`src/rtl/fir_pkg.sv`:
```
// Shared helpers for the fir family: ceiling log2 and signed saturation bounds.
package fir_pkg;

  function automatic int clog2(input int value);
    int result;
    result = 0;
    for (int v = value - 1; v > 0; v = v >> 1) begin
      result = result + 1;
    end
    return result;
  endfunction

  function automatic longint sat_max(input int width);
    return (64'sd1 <<< (width - 1)) - 64'sd1;
  endfunction

  function automatic longint sat_min(input int width);
    return -(64'sd1 <<< (width - 1));
  endfunction

endpackage

```
`src/rtl/sync_fifo.sv`:
```
// Single-clock FIFO with read/write pointers and an occupancy count register.
module sync_fifo
  import fir_pkg::*;
#(
  parameter int WIDTH = 16,
  parameter int DEPTH = 4
) (
  input  logic                     clk,
  input  logic                     resetn,
  input  logic                     push,
  input  logic [WIDTH-1:0]         push_data,
  input  logic                     pop,
  output logic [WIDTH-1:0]         head,
  output logic [clog2(DEPTH):0]    count,
  output logic                     full,
  output logic                     empty
);

  localparam int AW = clog2(DEPTH);
  localparam int CW = AW + 1;

  logic [WIDTH-1:0] mem [DEPTH];
  logic [AW-1:0]    wr_ptr;
  logic [AW-1:0]    rd_ptr;
  logic             do_push;
  logic             do_pop;

  // A push into a full FIFO is accepted only when a pop frees the slot in the same cycle.
  always_comb begin
    do_pop  = pop && !empty;
    do_push = push && (!full || do_pop);
  end

  always_ff @(posedge clk) begin
    if (do_push) begin
      mem[wr_ptr] <= push_data;
    end
  end

  always_ff @(posedge clk) begin
    if (!resetn) begin
      wr_ptr <= {AW{1'b0}};
      rd_ptr <= {AW{1'b0}};
      count  <= {CW{1'b0}};
    end else begin
      if (do_push) begin
        wr_ptr <= wr_ptr + AW'(1);
      end
      if (do_pop) begin
        rd_ptr <= rd_ptr + AW'(1);
      end
      case ({do_push, do_pop})
        2'b10:   count <= count + CW'(1);
        2'b01:   count <= count - CW'(1);
        default: count <= count;
      endcase
    end
  end

  assign head  = mem[rd_ptr];
  assign full  = (count == CW'(DEPTH));
  assign empty = (count == {CW{1'b0}});

endmodule

```
`src/rtl/fir_decimate.sv`:
```
// Accumulate-and-dump decimator by R with round/shift/saturate and a buffered valid/ready output.
module fir_decimate
  import fir_pkg::*;
#(
  parameter int BITWIDTH = 16,
  parameter int R        = 4,
  parameter int SHIFT    = 2,
  parameter int DEPTH    = 4
) (
  input  logic                       clk,
  input  logic                       resetn,
  input  logic                       in_enable,
  input  logic signed [BITWIDTH-1:0] inP,
  output logic signed [BITWIDTH-1:0] outP,
  output logic                       out_valid,
  input  logic                       out_ready,
  output logic                       overflow
);

  localparam int LR   = clog2(R);
  localparam int ACCW = BITWIDTH + LR;
  localparam int EW   = ACCW + 1;
  localparam int PW   = (LR > 0) ? LR : 1;
  localparam int CW   = clog2(DEPTH) + 1;

  localparam logic signed [EW-1:0] SAT_HI = EW'(sat_max(BITWIDTH));
  localparam logic signed [EW-1:0] SAT_LO = EW'(sat_min(BITWIDTH));
  localparam logic signed [EW-1:0] RND    = EW'((64'd1 << SHIFT) >> 1);

  logic        [PW-1:0]       phase;
  logic signed [ACCW-1:0]     acc;
  logic signed [EW-1:0]       sum_ext;
  logic signed [EW-1:0]       rounded;
  logic signed [EW-1:0]       shifted;
  logic signed [BITWIDTH-1:0] result;
  logic                       dump;
  logic                       pop;
  logic                       drop;
  logic [BITWIDTH-1:0]        fifo_head;
  logic [CW-1:0]              fifo_count;
  logic                       fifo_full;
  logic                       fifo_empty;

  // One spare bit above the accumulator keeps the rounding add from wrapping.
  always_comb begin
    sum_ext = EW'(acc) + EW'(inP);
    rounded = sum_ext + RND;
    shifted = rounded >>> SHIFT;
    if (shifted > SAT_HI) begin
      result = SAT_HI[BITWIDTH-1:0];
    end else if (shifted < SAT_LO) begin
      result = SAT_LO[BITWIDTH-1:0];
    end else begin
      result = shifted[BITWIDTH-1:0];
    end
  end

  assign dump      = in_enable && (phase == PW'(R - 1));
  assign out_valid = (fifo_count != {CW{1'b0}});
  assign pop       = out_ready && !fifo_empty;
  assign drop      = dump && fifo_full && !pop;
  assign outP      = out_valid ? $signed(fifo_head) : {BITWIDTH{1'b0}};

  always_ff @(posedge clk) begin
    if (!resetn) begin
      phase    <= {PW{1'b0}};
      acc      <= {ACCW{1'b0}};
      overflow <= 1'b0;
    end else begin
      if (in_enable) begin
        if (dump) begin
          phase <= {PW{1'b0}};
          acc   <= {ACCW{1'b0}};
        end else begin
          phase <= phase + PW'(1);
          acc   <= acc + ACCW'(inP);
        end
      end
      if (drop) begin
        overflow <= 1'b1;
      end
    end
  end

  sync_fifo #(
    .WIDTH (BITWIDTH),
    .DEPTH (DEPTH)
  ) u_fifo (
    .clk       (clk),
    .resetn    (resetn),
    .push      (dump),
    .push_data (result),
    .pop       (pop),
    .head      (fifo_head),
    .count     (fifo_count),
    .full      (fifo_full),
    .empty     (fifo_empty)
  );

endmodule
```
`config.mk`:
```
export PLATFORM = sky130hd
export DESIGN_NAME = fir_decimate
export DESIGN_NICKNAME = d
export VERILOG_FILES = /design/src/rtl/fir_pkg.sv /design/src/rtl/sync_fifo.sv /design/src/rtl/fir_decimate.sv
export SDC_FILE = /design/constraint.sdc
export NUM_CORES = 1
export LEC_CHECK = 0
export CAP_MARGIN = 10
export CORE_MARGIN = 5
export CORE_UTILIZATION = 64
export DETAILED_ROUTE_END_ITERATION = 16
export GPL_ROUTABILITY_DRIVEN = 1
export GPL_TIMING_DRIVEN = 0
export HOLD_SLACK_MARGIN = 0.02
export PLACE_DENSITY = 0.88
export SLEW_MARGIN = 20
export SYNTH_ARGS = -nofsm -noshare
export SYNTH_HDL_FRONTEND = slang
export SYNTH_SLANG_ARGS = --single-unit
```
`constraint.sdc`:
```
create_clock -name clk -period 8.63 [get_ports clk]
set_clock_uncertainty 0.05 [all_clocks]
set_input_delay 1.726 -clock clk [delete_from_list [all_inputs] [get_ports clk]]
set_output_delay 1.726 -clock clk [all_outputs]
set_load 0.05 [all_outputs]
```
* After elaboration in Yosys (flattened, before gate mapping)
Memories as Yosys holds them, arrays and structs flattened. A register that Yosys moved wholly into a read port is not among the register bits.
Index checks and enable logic that the tools add are counted.
** Storage, ports and cells
- Bits in registers :: 28
- Bits in writable memories :: 64
- Output and inout port bits :: 18
- Logic and storage cells :: 44
- Memories kept :: 1
** Memory list
- u_fifo.mem :: words 4, width 16, rd ports 1, clocked after memory_dff 1, wr ports 1, RTL line sync_fifo.sv:22 : logic [WIDTH-1:0] mem [DEPTH];
** Cells by class
- $add $sub $neg :: 8
- Order comparisons :: 2
- Equal/unequal tests :: 4
- Mux-type cells :: 10
- Reductions and logical operators :: 13
** Operator list (count)
- 2-to-1 mux 16 bit :: 3
- adder 18 x 16 -> 19 bit :: 1
- adder 19 x 3 -> 19 bit, second input constant :: 1
- adder 18 x 16 -> 18 bit :: 1
- 2-to-1 mux 18 bit :: 1
- greater-than comparator 17 x 16 -> 1 bit, second input constant :: 1
- < comparator 17 x 16 -> 1 bit, second input constant :: 1
- adder 2 x 1 -> 2 bit, second input constant :: 3
- logical AND 1 bit :: 6
- 2-to-1 mux 2 bit :: 3
- case mux 3 bit (2 select lines) :: 1
- == test 2 bit, second input constant :: 2
- adder 3 x 1 -> 3 bit, second input constant :: 1
- == test 3 bit, second input constant :: 1
- zero test 1 bit :: 3
- zero test 3 bit :: 1
- nonzero test 3 bit :: 1
- subtractor 3 x 1 -> 3 bit, second input constant :: 1
- == test 2 x 1 -> 1 bit, second input constant :: 1
- 2-to-1 mux 1 bit :: 2
- nonzero test 2 bit :: 1
- logical OR 1 bit :: 1

* Depth between registers and ports, before layout
- Word-level depth :: 8
- Mapped depth :: 12

* Cells and area by module
Synthesis repeated with hierarchy kept, for this count alone.
** Unflattened totals
- Cell total of the unflattened synthesis :: 494
- Area total of the unflattened synthesis :: 5789.3 um^2
** Modules (own cells, without submodules)
- fir_decimate :: times used 1, cells an instance 343, area an instance 2911.5 um^2, seq. area each 420.4 um^2
- sync_fifo :: times used 1, cells an instance 151, area an instance 2877.8 um^2, seq. area each 2102.0 um^2

* Worst setup path before layout
OpenSTA, ideal clock, no wires.
- Path type :: input port to flip-flop
- From :: input inP[11]
- To :: memory u_fifo.mem[0][12], data pin
- Library setup time :: 0.262 ns
- Arrival time :: 4.093 ns
- Required time :: 8.318 ns
- Path slack :: 4.225 ns
- Stages :: 12
- Path buffers :: 2
- Path through :: ha_1 fa_1 buf_2 and4b_2 nand3_1 nand2_1 mux2i_1 a211oi_1 o311ai_4 nor2_2 buf_6 o21ai_2
** On the way
- Cells in the longest elaborated chain, start to end :: 5
- Elaborated cells on any way between the ends :: 6
- Those cells by class :: 2 x add/sub; 2 x order compare; 2 x mux
** RTL lines
- from (decl) :: RTL line fir_decimate.sv:13 : input logic signed [BITWIDTH-1:0] inP,
- adder 18 x 16 -> 19 bit (*) :: RTL line fir_decimate.sv:46 : sum_ext = EW'(acc) + EW'(inP);
- adder 19 x 3 -> 19 bit (*) :: RTL line fir_decimate.sv:47 : rounded = sum_ext + RND;
- < comparator 17 x 16 -> 1 bit :: RTL line fir_decimate.sv:51 : end else if (shifted < SAT_LO) begin
- 2-to-1 mux 16 bit :: RTL line fir_decimate.sv:51
- 2-to-1 mux 16 bit (*) :: RTL line fir_decimate.sv:49 : if (shifted > SAT_HI) begin
- via result[12] :: RTL line fir_decimate.sv:35 : logic signed [BITWIDTH-1:0] result;
- to (decl) :: RTL line sync_fifo.sv:22
The timed path passes the listed nets; every way through them passes the cells marked *.

==> impl_metrics.yaml <==
status:
  status: "complete, no violations"
clock_tree:
  clkTransAtPathRegs_ns: 0.10
  cts-root-buf: "clkbuf_8"
  cts_buffers: 9
  clock-sinks: 94
  ctsResizeCount: 0
  cts_setup_buffers: 0
  ctsHoldBuffers: 0
  worstSkewPairLatency_ns: 0.36
  cts_buffer_depth: 2
  tritoncts: "built"
  htreeDepth: 3
hold_path:
  min_path_type: "reg -> reg"
route:
  drtPass1Iterations: 5
  viasPerCell: 5.94
  drtAntennaViolNets: 0
  dr_total_vias: 3891
  totalWireLength_mm: 11.5
  drc_errors: 0
  post_drt_wl_per_cell_um: 17.5
  drt_iter0_drc: 166
grt:
  grt_pass1_wl_mm: 19.2
  grt.total_usage: 0.214
  grt_pass1_vias: 4013
  grt_remaining_overflow: 0
  antenna_found_initial: 0
  grt_max_degree: 18
power:
  ir_drop_mv: 0.0994
  total_power_uw: 1290
  leakagePower_uw: 0.00241
  cellPowerDensity_nw_per_um2: 200
setup_path:
  crit_type: "reg -> out"
  worstPathArrival_ns: 3.29
  r2r_slack_ns: 5.18
  slowest_stage: "buf_1"
  r2r_cells: 12
  cp.required_ns: 6.85
  cp_cell_sequence: "clkbuf_1 -> buf_1 -> mux4_2 -> and2_1 -> clkdlybuf4s50_1"
  slowest_delay_ns: 0.72
  r2r-end: "u_fifo.mem[1][13]"
  crit_path_start_kind: "flop"
  reg2reg_from: "acc[9]"
  worstSetupEndpointType: "output pin"
  worstPathMaxFanout: 10
  crit_end: "outP[8]"
sta:
  fin_crit_ns: 5.06
  final.period_utilization: 0.587
  fin_ws_ns: 3.57
  slew_violations: 0
  final-setup-viol-count: 0
  hold_viol: 0
  tightest_slew_ns: 0.877
  hold_ws_ns: 0.456
  maxSlewHeadroom: 0.415
  tns_ns: 0
  rsz0062_at_grt: "false"
  fmax_mhz: 198
yosys:
  synth_fa_ha_area_frac: 0.141
  synth_area_leaders: "edfxtp_1 (33%), dfxtp_1 (10%), ha_1 (8.7%)"
  synth-edff-count: 64
  ys_ff_latch: 94
  synth_mux_area_frac: 0.0695
  synth_xor_xnor_area_share: 0.0530
  avgSynthCellArea_um2: 11.6
  ys_types: 73
  synth-compound-area-share: 0.128
  ys_async_sr_fraction: 0
  yosys_most_used_dff: "edfxtp_1"
  synth-seq-area-share: 0.438
  synth_top_family_by_area: "adder cells"
  synth_nets: 571
  syn_area_um2: 5760
  synth_cells: 496
  netlist.area_leader.share: 0.334
  synth_simple_gate_area_frac: 0.133
  yosysWarnings: 0
  yosys.area.top_type: "edfxtp_1"
place:
  dp_slack_ns: 3.34
  dp_hpwl_mm: 8.78
  gp_congestion: 0.920
  port_buffers: 35
floorplanning:
  die_h_um: 105
  start_util: 0.657
  ios: 38
  die_w_um: 105
  core_um2: 8760
  row_count: 34
  dieArea_um2: 11000
final_layout:
  area_delta_synth_final_pct: 12.1
  num_antenna_cells: 0
  final_nets: 617
  drive_above_1_share: 0.126
job:
  maxCapViolCount: 0
[synth_stat cells, types with 2 or more instances]
cell type,instances
a211oi_1,3
a21o_1,5
a21oi_1,17
a21oi_2,8
a22o_1,2
a31o_2,3
a31oi_1,7
and2_1,35
buf_1,2
buf_6,3
clkbuf_1,11
clkbuf_2,2
dfxtp_1,30
edfxtp_1,64
fa_1,15
ha_1,40
inv_1,31
mux2i_1,4
mux4_2,16
nand2_1,33
nand2b_1,6
nand3_1,9
nor2_1,16
nor2b_1,13
nor3_1,3
nor4_1,2
o21a_1,3
o21ai_0,17
o21ai_1,7
o21ai_2,5
o21bai_1,2
o22ai_1,5
o2bb2ai_1,2
o32ai_1,2
or3_1,2
or4_1,3
xnor2_1,21
xor2_1,12
[metal layers]
layer  track usage  up-vias  wire length [um]
met1         0.270     1886              4960
met5             0        -                 0
met2         0.376      103              5850
li1              -     1888                 -
met3        0.0382       14               490
met4        0.0630        0               164
[kinds of logic (layout without fill, tap and decap cells)]
kind of cell	Yosys count	count (layout)
AO/OA/AOI/OAI	103	103
adder cells (fa/ha/maj)	56	56
multiplexers	20	20
AND/OR/NAND/NOR	138	138
buffers and inverters	51	102
XOR/XNOR	34	34
flip-flops	94	94
[where the power goes]
part	switching, uW	total (uW)	internal, uW
Sequential	11.5	553	541
Combinational	260	434	173
Clock	161	304	143
Total	433	1290	857
[cell usage in the layout, fill, tap and decap left out, types with 13 or more instances in the layout]
cell type,count
edfxtp_1,64
ha_1,40
and2_1,35
clkdlybuf4s50_1,35
nand2_1,33
inv_1,31
dfxtp_1,30
xnor2_1,21
o21ai_0,17
a21oi_1,17
mux4_2,16
nor2_1,16
fa_1,15
nor2b_1,13
[worst min path at each step]
stage	cells past startpoint	endpoint	start
6_report	2	overflow	overflow
5_1_grt	2	overflow	overflow
4_1_cts	2	overflow	overflow
3_5_place_dp	2	overflow	overflow
3_3_place_gp	2	overflow	overflow
2_1_floorplan	2	acc[11]	acc[11]
[flip-flops by register name, indices dropped and copies added, names as in the netlist, named ones only]
| register | flops |
|---|---|
| phase | 2 |
| acc | 18 |
| overflow | 1 |
| u_fifo.wr_ptr | 2 |
| u_fifo.count | 3 |
| u_fifo.mem | 64 |
| u_fifo.rd_ptr | 2 |
[layout make-up]
class                           count  area (um^2)
Fill cell                         614         2310
Inverter                           32          120
Clock buffer                       12          178
Clock inverter                      4         33.8
Multi-Input combinational cell    351         3020
Tap cell                          108          135
Buffer                             19         97.6
Timing Repair Buffer               35          350
Sequential cell                    94         2520
[worst max-delay path: cells and delay by family (launching register included)]
family,cells,cell delay [ns]
flip-flops,1,0.32
multiplexers,1,0.61
buffers and inverters,3,1.82
AND/OR/NAND/NOR,1,0.17
[per-stage QoR]
step	instances	cell area [um^2]	util
global route	655	6450	0.737
CTS	655	6450	0.737
finish	655	6450	0.737
detailed placement	639	6240	0.712
global placement	639	6240	0.712
floorplan	496	5760	-
Note: power is estimated with default switching activity, not from simulation.
